**src/rtl/check_event_pkg.sv**
```systemverilog
// Shared types and constants for the check event logger.
//
// Contents:
//   N_LANES_DEF / TS_W_DEF / DEPTH_DEF : default sizes for the top and the FIFO.
//   ptr_w()                            : width of a FIFO pointer.
//                                        One bit wider than the address,
//                                        so full and empty can be told apart.
//   PTR_W                              : pointer width at the default depth.
//   ev_rec_t                           : one failure record at the default sizes.
package check_event_pkg;

    localparam int N_LANES_DEF = 4;
    localparam int TS_W_DEF    = 16;
    localparam int DEPTH_DEF   = 8;

    function automatic int ptr_w(input int depth);
        return $clog2(depth) + 1;
    endfunction

    localparam int PTR_W = ptr_w(DEPTH_DEF);

    typedef struct packed {
        logic [TS_W_DEF-1:0]    ts;
        logic [N_LANES_DEF-1:0] mask;
    } ev_rec_t;

endpackage

```
**src/rtl/check_event_log_if.sv**
```systemverilog
// Record output stream of check_event_log.
// This is a first-word-fall-through valid/ready stream.
//
// Signals:
//   out_valid : a record is presented (the FIFO is not empty).
//   out_ready : the reader accepts the presented record.
//   out_mask  : failing-lane mask of the presented record.
//   out_ts    : timestamp of the presented record.
// The master modport is the logger. The slave modport is the reader.
interface check_event_log_if #(
    parameter int N_LANES = 4,
    parameter int TS_W    = 16
) ();
    logic               out_valid;
    logic               out_ready;
    logic [N_LANES-1:0] out_mask;
    logic [TS_W-1:0]    out_ts;

    modport master (output out_valid, out_mask, out_ts, input out_ready);
    modport slave  (input out_valid, out_mask, out_ts, output out_ready);
endinterface

```
**src/rtl/check_event_fifo.sv**
```systemverilog
// Generic synchronous first-word-fall-through FIFO.
//
// Ports:
//   clk, rst      : clock, asynchronous active-high reset.
//   push_i/wdata_i: write request and data.
//                   Ignored when full, unless a pop frees a slot in the same cycle.
//   pop_i         : consume the head entry. Ignored when empty.
//   flush_i       : synchronous clear. Takes priority over push and pop.
//   rdata_o       : head entry. Reads as 0 while empty.
//   full_o, empty_o, count_o : status flags and occupancy.
module check_event_fifo
    import check_event_pkg::*;
#(
    parameter int WIDTH = 20,
    parameter int DEPTH = 8
) (
    input  logic                      clk,
    input  logic                      rst,
    input  logic                      push_i,
    input  logic                      pop_i,
    input  logic                      flush_i,
    input  logic [WIDTH-1:0]          wdata_i,
    output logic [WIDTH-1:0]          rdata_o,
    output logic                      full_o,
    output logic                      empty_o,
    output logic [ptr_w(DEPTH)-1:0]   count_o
);
    localparam int PB = ptr_w(DEPTH);
    localparam int AW = PB - 1;

    logic [WIDTH-1:0] mem_q [DEPTH];
    logic [PB-1:0]    wr_ptr_q, wr_ptr_d;
    logic [PB-1:0]    rd_ptr_q, rd_ptr_d;
    logic             do_push, do_pop;

    // The top pointer bit is a wrap flag.
    // When the address bits match, equal wrap flags mean empty and differing flags mean full.
    assign empty_o = (wr_ptr_q == rd_ptr_q);
    assign full_o  = (wr_ptr_q[AW] != rd_ptr_q[AW]) &&
                     (wr_ptr_q[AW-1:0] == rd_ptr_q[AW-1:0]);
    assign count_o = wr_ptr_q - rd_ptr_q;

    assign do_pop  = pop_i & ~empty_o;
    assign do_push = push_i & (~full_o | do_pop);

    always_comb begin
        // NOTE: every always_comb output gets a default first so no path leaves it unassigned (no latch).
        wr_ptr_d = wr_ptr_q;
        rd_ptr_d = rd_ptr_q;
        if (flush_i) begin
            wr_ptr_d = '0;
            rd_ptr_d = '0;
        end else begin
            if (do_push) wr_ptr_d = wr_ptr_q + PB'(1);
            if (do_pop)  rd_ptr_d = rd_ptr_q + PB'(1);
        end
    end

    always_ff @(posedge clk or posedge rst) begin
        // NOTE: state registers use non-blocking (<=) so every flop samples pre-edge values.
        if (rst) begin
            wr_ptr_q <= '0;
            rd_ptr_q <= '0;
        end else begin
            wr_ptr_q <= wr_ptr_d;
            rd_ptr_q <= rd_ptr_d;
        end
    end

    // NOTE: storage has no reset; the pointers alone define which entries are valid.
    always_ff @(posedge clk) begin
        if (do_push && !flush_i) mem_q[wr_ptr_q[AW-1:0]] <= wdata_i;
    end

    // Gate the head so a stale entry never shows while the FIFO is empty.
    assign rdata_o = empty_o ? '0 : mem_q[rd_ptr_q[AW-1:0]];

endmodule

```
**src/rtl/check_event_log.sv**
```systemverilog
// Synthesizable capture of per-lane check failures.
//
// Each cycle, lane i fails when the check is enabled and !(lane_b[i] && lane_c[i]).
// A cycle with any failing lane produces a record {timestamp, mask}.
// With dedup set, a record is produced only when the mask differs from the previous cycle's mask.
// Records are queued in a FWFT FIFO and read out over out_if.
// Records lost because the FIFO is full or flushed are counted in a saturating counter.
//
// Ports:
//   clk, rst      : clock, asynchronous active-high reset.
//   en            : check enable. The timestamp runs regardless of en.
//   dedup         : log only when the failure mask changes.
//   flush         : synchronous FIFO clear. Flushed records count as dropped.
//   lane_b/lane_c : per-lane condition terms.
//   out_if        : record stream (master side).
//   count         : FIFO occupancy.
//   dropped       : saturating count of lost records.
module check_event_log
    import check_event_pkg::*;
#(
    parameter int N_LANES = N_LANES_DEF,
    parameter int DEPTH   = DEPTH_DEF,
    parameter int TS_W    = TS_W_DEF,
    parameter int DROP_W  = 8
) (
    input  logic                     clk,
    input  logic                     rst,
    input  logic                     en,
    input  logic                     dedup,
    input  logic                     flush,
    input  logic [N_LANES-1:0]       lane_b,
    input  logic [N_LANES-1:0]       lane_c,
    check_event_log_if.master        out_if,
    output logic [ptr_w(DEPTH)-1:0]  count,
    output logic [DROP_W-1:0]        dropped
);
    localparam int PB    = ptr_w(DEPTH);
    // Wide enough to hold dropped + count + 1 without overflowing before saturation.
    localparam int SUM_W = ((DROP_W > PB) ? DROP_W : PB) + 1;
    localparam logic [SUM_W-1:0] DROP_MAX = SUM_W'({DROP_W{1'b1}});

    typedef struct packed {
        logic [TS_W-1:0]    ts;
        logic [N_LANES-1:0] mask;
    } rec_t;

    logic [N_LANES-1:0] fail;
    logic [N_LANES-1:0] prev_mask_q;
    logic [TS_W-1:0]    ts_q;
    logic [DROP_W-1:0]  dropped_q, dropped_d;
    logic [SUM_W-1:0]   drop_inc, drop_sum;
    logic               push_req, pop;
    logic               fifo_full, fifo_empty;
    rec_t               wr_rec, head;

    assign fail     = {N_LANES{en}} & ~(lane_b & lane_c);
    assign push_req = (|fail) && (!dedup || (fail != prev_mask_q));
    assign pop      = ~fifo_empty & out_if.out_ready;
    assign wr_rec   = '{ts: ts_q, mask: fail};

    check_event_fifo #(
        .WIDTH (N_LANES + TS_W),
        .DEPTH (DEPTH)
    ) u_fifo (
        .clk     (clk),
        .rst     (rst),
        .push_i  (push_req),
        .pop_i   (pop),
        .flush_i (flush),
        .wdata_i (wr_rec),
        .rdata_o (head),
        .full_o  (fifo_full),
        .empty_o (fifo_empty),
        .count_o (count)
    );

    // A flush discards every queued record plus any record arriving in the same cycle.
    // Otherwise a record is lost only when it meets a full FIFO with no pop to free a slot.
    always_comb begin
        drop_inc = '0;
        if (flush) begin
            drop_inc = SUM_W'(count) + SUM_W'(push_req);
        end else if (push_req && fifo_full && !pop) begin
            drop_inc = SUM_W'(1);
        end
        drop_sum  = SUM_W'(dropped_q) + drop_inc;
        dropped_d = (drop_sum > DROP_MAX) ? {DROP_W{1'b1}} : drop_sum[DROP_W-1:0];
    end

    always_ff @(posedge clk or posedge rst) begin
        if (rst) begin
            ts_q        <= '0;
            prev_mask_q <= '0;
            dropped_q   <= '0;
        end else begin
            ts_q        <= ts_q + TS_W'(1);
            prev_mask_q <= fail;
            dropped_q   <= dropped_d;
        end
    end

    assign out_if.out_valid = ~fifo_empty;
    assign out_if.out_mask  = head.mask;
    assign out_if.out_ts    = head.ts;
    assign dropped          = dropped_q;

endmodule

```
**src/flat_wrapper.sv**
```systemverilog
// flat-port wrapper written by rule: the top's interface ports become plain ports
module check_event_log_flat import check_event_pkg::*;
#(
    parameter int N_LANES = N_LANES_DEF,
    parameter int DEPTH   = DEPTH_DEF,
    parameter int TS_W    = TS_W_DEF,
    parameter int DROP_W  = 8
)
  (clk, rst, en, dedup, flush, lane_b, lane_c, count, dropped, out_if_out_valid, out_if_out_mask, out_if_out_ts, out_if_out_ready);
  check_event_log_if #(.N_LANES(N_LANES), .TS_W(TS_W)) out_if_i ();
  input  logic clk;
  input  logic rst;
  input  logic en;
  input  logic dedup;
  input  logic flush;
  input  logic [N_LANES-1:0] lane_b;
  input  logic [N_LANES-1:0] lane_c;
  output logic [ptr_w(DEPTH)-1:0] count;
  output logic [DROP_W-1:0] dropped;
  output wire logic [$bits(out_if_i.out_valid)-1:0] out_if_out_valid;
  output wire logic [$bits(out_if_i.out_mask)-1:0] out_if_out_mask;
  output wire logic [$bits(out_if_i.out_ts)-1:0] out_if_out_ts;
  input wire logic [$bits(out_if_i.out_ready)-1:0] out_if_out_ready;
  assign out_if_out_valid = out_if_i.out_valid;
  assign out_if_out_mask = out_if_i.out_mask;
  assign out_if_out_ts = out_if_i.out_ts;
  assign out_if_i.out_ready = out_if_out_ready;
  check_event_log #(.N_LANES(N_LANES), .DEPTH(DEPTH), .TS_W(TS_W), .DROP_W(DROP_W)) u_core (.clk(clk), .rst(rst), .en(en), .dedup(dedup), .flush(flush), .lane_b(lane_b), .lane_c(lane_c), .out_if(out_if_i), .count(count), .dropped(dropped));
endmodule
```
**config.mk**
```make
export PLATFORM = sky130hd
export DESIGN_NAME = check_event_log_flat
export DESIGN_NICKNAME = d
export VERILOG_FILES = /design/src/rtl/check_event_pkg.sv /design/src/rtl/check_event_log_if.sv /design/src/rtl/check_event_fifo.sv /design/src/rtl/check_event_log.sv /design/src/flat_wrapper.sv
export SDC_FILE = /design/constraint.sdc
export NUM_CORES = 1
export LEC_CHECK = 0
export CAP_MARGIN = 20
export CORE_MARGIN = 1.5
export CORE_UTILIZATION = 53
export CTS_CLUSTER_SIZE = 20
export DETAILED_ROUTE_END_ITERATION = 12
export PLACE_DENSITY = 0.84
export SYNTH_ARGS = -nofsm -noshare
export SYNTH_HDL_FRONTEND = slang
export SYNTH_SLANG_ARGS = --single-unit
```
**constraint.sdc**
```tcl
create_clock -name clk -period 3.94 [get_ports clk]
set_input_delay 0.788 -clock clk [delete_from_list [all_inputs] [get_ports clk]]
set_output_delay 0.788 -clock clk [all_outputs]
set_load 0.05 [all_outputs]
```
==> results of run 1 <==
[power breakdown]
| part | total (mW) | leakage (nW) | internal, mW | switching [mW] |
|---|---|---|---|---|
| clock | 1.67 | 0.280 | 0.889 | 0.779 |
| sequential | 2.35 | 1.88 | 2.30 | 0.0510 |
| combinational | 1.54 | 1.23 | 0.583 | 0.955 |
| total | 5.56 | 3.39 | 3.77 | 1.79 |
[state kept, by name, indices dropped and copies added, names as in the netlist]
name and count:
u_core.dropped 8, u_core.prev_mask_q 4, u_core.ts_q 16, u_core.u_fifo.mem_q 160, u_core.u_fifo.rd_ptr_q 4, u_core.u_fifo.wr_ptr_q 4
[logic make-up after synthesis]
kind of cell,after synthesis
and+or+nand+nor,117
adders and majority gates,15
muxes,43
AOI/OAI and AO/OA,48
buffers and inverters,30
DFF,196
xor gates and xnor gates,27
[Yosys cell counts (9+ instances only)]
library cell	count
edfxtp_1	160
dfrtp_1	36
xnor2_1	17
a21oi_1	25
mux4_2	40
nand3_1	14
ha_1	13
nand2_1	55
inv_1	11
xor2_1	9
clkbuf_1	11
nor2_1	14
[through the flow]
| stage | utilization (%) | area (µm²) |
|---|---|---|
| 6_report | 64.56 | 9489 |
| 5_1_grt | 64.56 | 9489 |
| 4_1_cts | 64.30 | 9452 |
| 3_5_place_dp | 60.41 | 8880 |
| 3_3_place_gp | 60.41 | 8880 |
| 2_1_floorplan | - | 8056 |
[area by class of cell]
type / instances / area [µm²] / share of cell area, %
clock buffer: 17 / 425.4 / 4.483
clock inverter: 15 / 146.4 / 1.543
inverter: 12 / 45.04 / 0.4747
multi-input combinational: 250 / 2280 / 24.02
sequential: 196 / 5707 / 60.14
tap: 184 / 230.2 / 2.426
timing repair buffer: 74 / 655.6 / 6.909
[per-layer routing]
layer  vias up  part of all wire [%]  global-route usage (%)
li1       1975                     -                       -
met1      2277                    39                   27.74
met2       177                    54                   39.56
met3        25                   5.3                   5.140
met4         0                   1.7                   7.302
met5         -                     0                       0
[final timing paths]
| kind | cells after the start | end | slack [ns] |
|---|---|---|---|
| setup / recovery | 14 | u_core.dropped[5] | 0.14 |
| hold / removal | 2 | u_core.dropped[0] | 0.60 |
| setup reg to reg | 13 | u_core.dropped[5] | 0.79 |
| hold reg to reg | 2 | u_core.dropped[0] | 0.60 |
| max in group asynchronous | 4 | u_core.ts_q[3] | 2.69 |
| min in group asynchronous | 2 | u_core.dropped[4] | 0.61 |
[worst max-delay path, cell delays in order]
cell	delay [ns]
clkdlybuf4s50_1	0.54
a21boi_2	0.23
mux2i_1	0.25
nand4_2	0.14
nor2b_1	0.18
ha_1	0.29
a22o_1	0.22
ha_1	0.21
fa_1	0.38
a21o_1	0.19
a21oi_1	0.19
o21ai_1	0.15
nand2_2	0.15
o2111ai_1	0.17
[repair_timing]
item                                    4_1_cts  5_1_grt
gates resized for setup                       0        3
endpoints found under the setup margin        0        8
hold buffers                                  0        0
==> run summary, run 1 <==
Status - finished clean
Tmin final - 3.805 ns
Routed vias/inst - 5.955
Clock Path Buffers - 2
Register area share after synthesis - 70.87%
Cells after DPL - 715
Synth Warn # - 0
Clk_skew - 0.008947 ns
Worst setup EP type - flop
IO Port Bufs - 46
Crit path DAT - 4.08 ns
Setup WS post-layout - 0.1355 ns
Yosys reg bits - 196
Post-DRT Antenna Nets - 0
Routed length per placed instance - 22.30 µm
CP max FO - 6
Total negative slack - 0 ns
FILL cells - 921
HPWL Detailed - 9821 µm
Setup bufs post-CTS - 0
Hold_ws - 0.5964 ns
WS Path Type - input port to flop
IO Count - 47
Launching point of the worst reg2reg path - u_core.u_fifo.wr_ptr_q[0]
Via Count - 4454
CTS Buf Count - 17
Gr ovfl total - 0
Data required time at the worst endpoint - 4.22 ns
Most frequent cells in the layout - edfxtp_1 (160), nand2_1 (54), buf_4 (49)
Syn Std Cell Area - 0.008050 mm²
Synth area leader - edfxtp_1
CTS tree - yes
Maxcap violations - 0
First-pass GRT wire length - 26240 µm
Clock slew seen by the registers of the worst setup and hold paths - 0.07 ns
LEAKAGE - 3.385 nW
Hold Startpoint - u_core.dropped[0]
Mean Syn Cell Area - 16.91 µm²
Simple-Gate Fraction of Synth Area - 6.870%
Core area - 0.01470 mm²
Post-Syn Nets - 505
Die area - 0.01594 mm²
CTS H-Tree Depth - 4
Starting Density - 54.77%
Area contributors post-synth - edfxtp_1 (60%), dfrtp_1 (11%), mux4_2 (11%)
CP startpoint kind - input port
Largest family of logic cells by synthesized area - multiplexers
Fin crit share - 96.56%
Final Hold Fails - 0
Synth Area in Adders - 2.518%
Number of diodes - 0
Layout net count - 580
1st-pass router iterations - 5
GR Util All Layers - 22.46%
Rel. slew slack - 44.06%
Drt total wl - 16680 µm
Final Max Slew Viols - 0
DIE HEIGHT - 126.2 µm
Synth cell types - 40
Largest net degree at the start of global routing - 44
XOR/XNOR share of the synthesized area - 3.108%
DR iter-0 viols - 468
Leading cell type in the layout, fill and taps excluded - edfxtp_1
Antenna violations before repair - 0
EDFF count, synth - 160
HP Class - flop to flop
Async SR Flop Fraction - 18.37%
Synth Flop Type - edfxtp_1
Layout Area Growth over Synthesis - 17.87%
Compound-Gate Fraction of Synth Area - 3.575%
Layout Cells excl Fill - 748
DRC Markers - 0
F_max - 262.8 MHz
Place WS - -0.4208 ns
Die X - 126.2 µm
Post-synth top area share - 59.68%
VDD IR-drop max - 0.3440 mV
Pwr Density - 585.6 mW/mm²
RD Place Congestion - 0.7538
Share of cells above drive strength 1 - 24.82%
Worst-skew pair later-pin latency - 0.43 ns
# clock sinks - 196
Critical path origin - en
Clock root cell - clkbuf_16
Setup violators final - 0
Row cnt - 44
Syn Inst Count - 476
RSZ-0062 raised after global routing - no
Slew @ Worst Pin - 0.8390 ns
Mux cell area share after synthesis - 11.56%
Vias in the first global route - 4727
Final Power - 5.557 mW
Note: power is estimated with default switching activity, not from simulation.
==> run 2, diff against run 1 <==
--- a/config.mk
+++ b/config.mk
@@ -10,6 +10,7 @@
 export CORE_UTILIZATION = 53
 export CTS_CLUSTER_SIZE = 20
 export DETAILED_ROUTE_END_ITERATION = 12
+export GPL_ROUTABILITY_DRIVEN = 0
 export PLACE_DENSITY = 0.84
 export SYNTH_ARGS = -nofsm -noshare
 export SYNTH_HDL_FRONTEND = slang
==> results of run 2 <==
No change in the layout: final DEF, timing and power equal those of run 1.
==> run 3, diff against run 2 <==
==> constraint.sdc (replaced) <==
create_clock -name clk -period 3.94 [get_ports clk]
set_input_delay 0.591 -clock clk [delete_from_list [all_inputs] [get_ports clk]]
set_output_delay 0.591 -clock clk [all_outputs]
set_load 0.05 [all_outputs]
==> run 3 against run 2 <==
Global-route usage fell by 0.28 points. Clock power barely moved. Sequential power barely moved. Cell count fell by 0.94%. Via count fell by 1.3%. Largest cell class unchanged. Largest power group unchanged.
==> run summary, run 3 (synthesized netlist as in run 1, its figures left out) <==
Cells after DPL - 709 (-0.84%)
Drt total wl - 16050 µm (-3.8%)
Crit path DAT - 4.01 ns (-0.07 ns)
Cts repair resizes - 0 (unchanged)
CTS Buf Count - 17 (unchanged)
Die X - 126.2 µm (unchanged)
Clock slew seen by the registers of the worst setup and hold paths - 0.07 ns (about the same)
Status - finished clean
F_max - 268.7 MHz (+2.2%)
Max FFs per register - 160 (unchanged)
# hold bufs at CTS - 0 (unchanged)
WS Path Type - input port to flop
Data required time at the worst endpoint - 4.23 ns (about the same)
Tmin final - 3.722 ns (-0.08301 ns)
DR iter-0 viols - 526 (+12%)
Hold_ws - 0.5494 ns (-0.04700 ns)
CP max FO - 6 (unchanged)
LEAKAGE - 3.338 nW (-1.4%)
Vias in the first global route - 4698 (-0.61%)
Row cnt - 44 (unchanged)
Antenna violations before repair - 0 (unchanged)
Post-DRT Antenna Nets - 0 (unchanged)
Worst setup EP type - flop
Routed length per placed instance - 21.66 µm (-2.9%)
Slew @ Worst Pin - 0.8186 ns (-0.02044 ns)
Rel. slew slack - 45.43% (+1.4 points)
Fin crit share - 94.45% (-2.1 points)
Layout net count - 573 (-1.2%)
Gr ovfl total - 0 (unchanged)
VDD IR-drop max - 0.3361 mV (-2.3%)
# clock sinks - 196 (unchanged)
Layout Cells excl Fill - 741 (-0.94%)
Routed vias/inst - 5.935 (-0.32%)
Die area - 0.01594 mm² (unchanged)
Layout Area Growth over Synthesis - 16.99%
Register Area - 0.005707 mm² (unchanged)
IO Count - 47 (unchanged)
Place WS - -0.2210 ns (+0.1998 ns)
Final Hold Fails - 0 (unchanged)
DIE HEIGHT - 126.2 µm (unchanged)
Via Count - 4398 (-1.3%)
1st-pass router iterations - 5 (unchanged)
GR Util All Layers - 22.18% (-0.28 points)
Setup violators final - 0 (unchanged)
Clock Path Buffers - 2 (unchanged)
Starting Density - 54.77% (unchanged)
First-pass GRT wire length - 25890 µm (-1.3%)
Number of diodes - 0 (unchanged)
CTS tree - yes
CP startpoint kind - input port
Maxcap violations - 0 (unchanged)
Clock root cell - clkbuf_16
Setup WS post-layout - 0.2185 ns (+0.08301 ns)
Setup bufs post-CTS - 0 (unchanged)
DRC Markers - 0 (unchanged)
Pwr Density - 583.5 mW/mm² (-0.36%)
IO Port Bufs - 46 (unchanged)
Footprint of the multi-input gates - 0.002270 mm² (-0.44%)
Largest net degree at the start of global routing - 44 (unchanged)
RSZ-0062 raised after global routing - no
HPWL Detailed - 9494 µm (-3.3%)
CTS H-Tree Depth - 4 (unchanged)
Clk_skew - 0.01209 ns (+0.003139 ns)
HP Class - input port to async pin
Worst-skew pair later-pin latency - 0.43 ns (about the same)
Core area - 0.01470 mm² (unchanged)
Placed Area - 0.008845 mm² (-0.39%)
Final Power - 5.495 mW (-1.1%)
Final Instance Area - 0.009418 mm² (-0.75%)
FILL cells - 944 (+2.5%)
Leading cell type in the layout, fill and taps excluded - edfxtp_1
Final Max Slew Viols - 0 (unchanged)
Share of cells above drive strength 1 - 22.98% (-1.8 points)
Most frequent cells in the layout - edfxtp_1 (160), nand2_1 (55), buf_4 (42)
## run 3: cell count changes in the layout (fill, tap and decap cells not counted), sizes merged
cell | previous run | this run
clkdlybuf4s50 | 22 | 23
clkinvlp | 2 | 3
buf | 52 | 44
inv | 18 | 17
## run 3: cell type report
type                       count  share of cell area, %
sequential                   196                  60.60
tap                          184                  2.445
clock buffer                  17                  4.517
timing repair buffer          67                  6.297
multi-input combinational    250                  24.10
clock inverter                15                  1.568
inverter                      12                 0.4783
## run 3: final timing paths
kind / startpoint / endpoint / slack (ns) / depth (start not counted)
setup / recovery: en / u_core.dropped[5] / 0.22 / 14
hold / removal: rst / u_core.dropped[6] / 0.55 / 2
setup reg to reg: u_core.u_fifo.wr_ptr_q[0] / u_core.dropped[5] / 0.72 / 12
hold reg to reg: u_core.u_fifo.rd_ptr_q[3] / u_core.u_fifo.rd_ptr_q[3] / 0.59 / 2
max in group asynchronous: rst / u_core.ts_q[1] / 2.66 / 4
min in group clk: u_core.u_fifo.rd_ptr_q[3] / u_core.u_fifo.rd_ptr_q[3] / 0.59 / 2
## run 3: critical path: stages
cell             delay, ns
clkdlybuf4s50_1       0.53
a21boi_1              0.26
mux2i_1               0.26
nand4_2               0.14
nor2b_1               0.18
ha_1                  0.30
a22o_1                0.23
ha_1                  0.21
fa_1                  0.38
a21o_1                0.19
a21oi_1               0.22
o21ai_1               0.17
nand2_1               0.20
o2111ai_1             0.15
## run 3: power by group
group	internal [mW]	switching, mW
registers	2.30	0.0523
logic	0.549	0.939
clock network	0.887	0.768
## run 3: routing by layer
layer,vias to the layer above,part of all wire (%),global-route usage (%)
met5,-,0,0
met4,0,2.0,8.790
met3,27,5.1,5.395
met2,157,53,38.01
met1,2248,40,27.47
li1,1966,-,-
## run 3: through the flow
step | TNS [ns] | util (%)
global placement | 0 | 59.98
finish | 0 | 64.07
floorplan | 0 | -
global route | 0 | 64.07
detailed placement | -1.073 | 60.17
CTS | 0 | 64.07
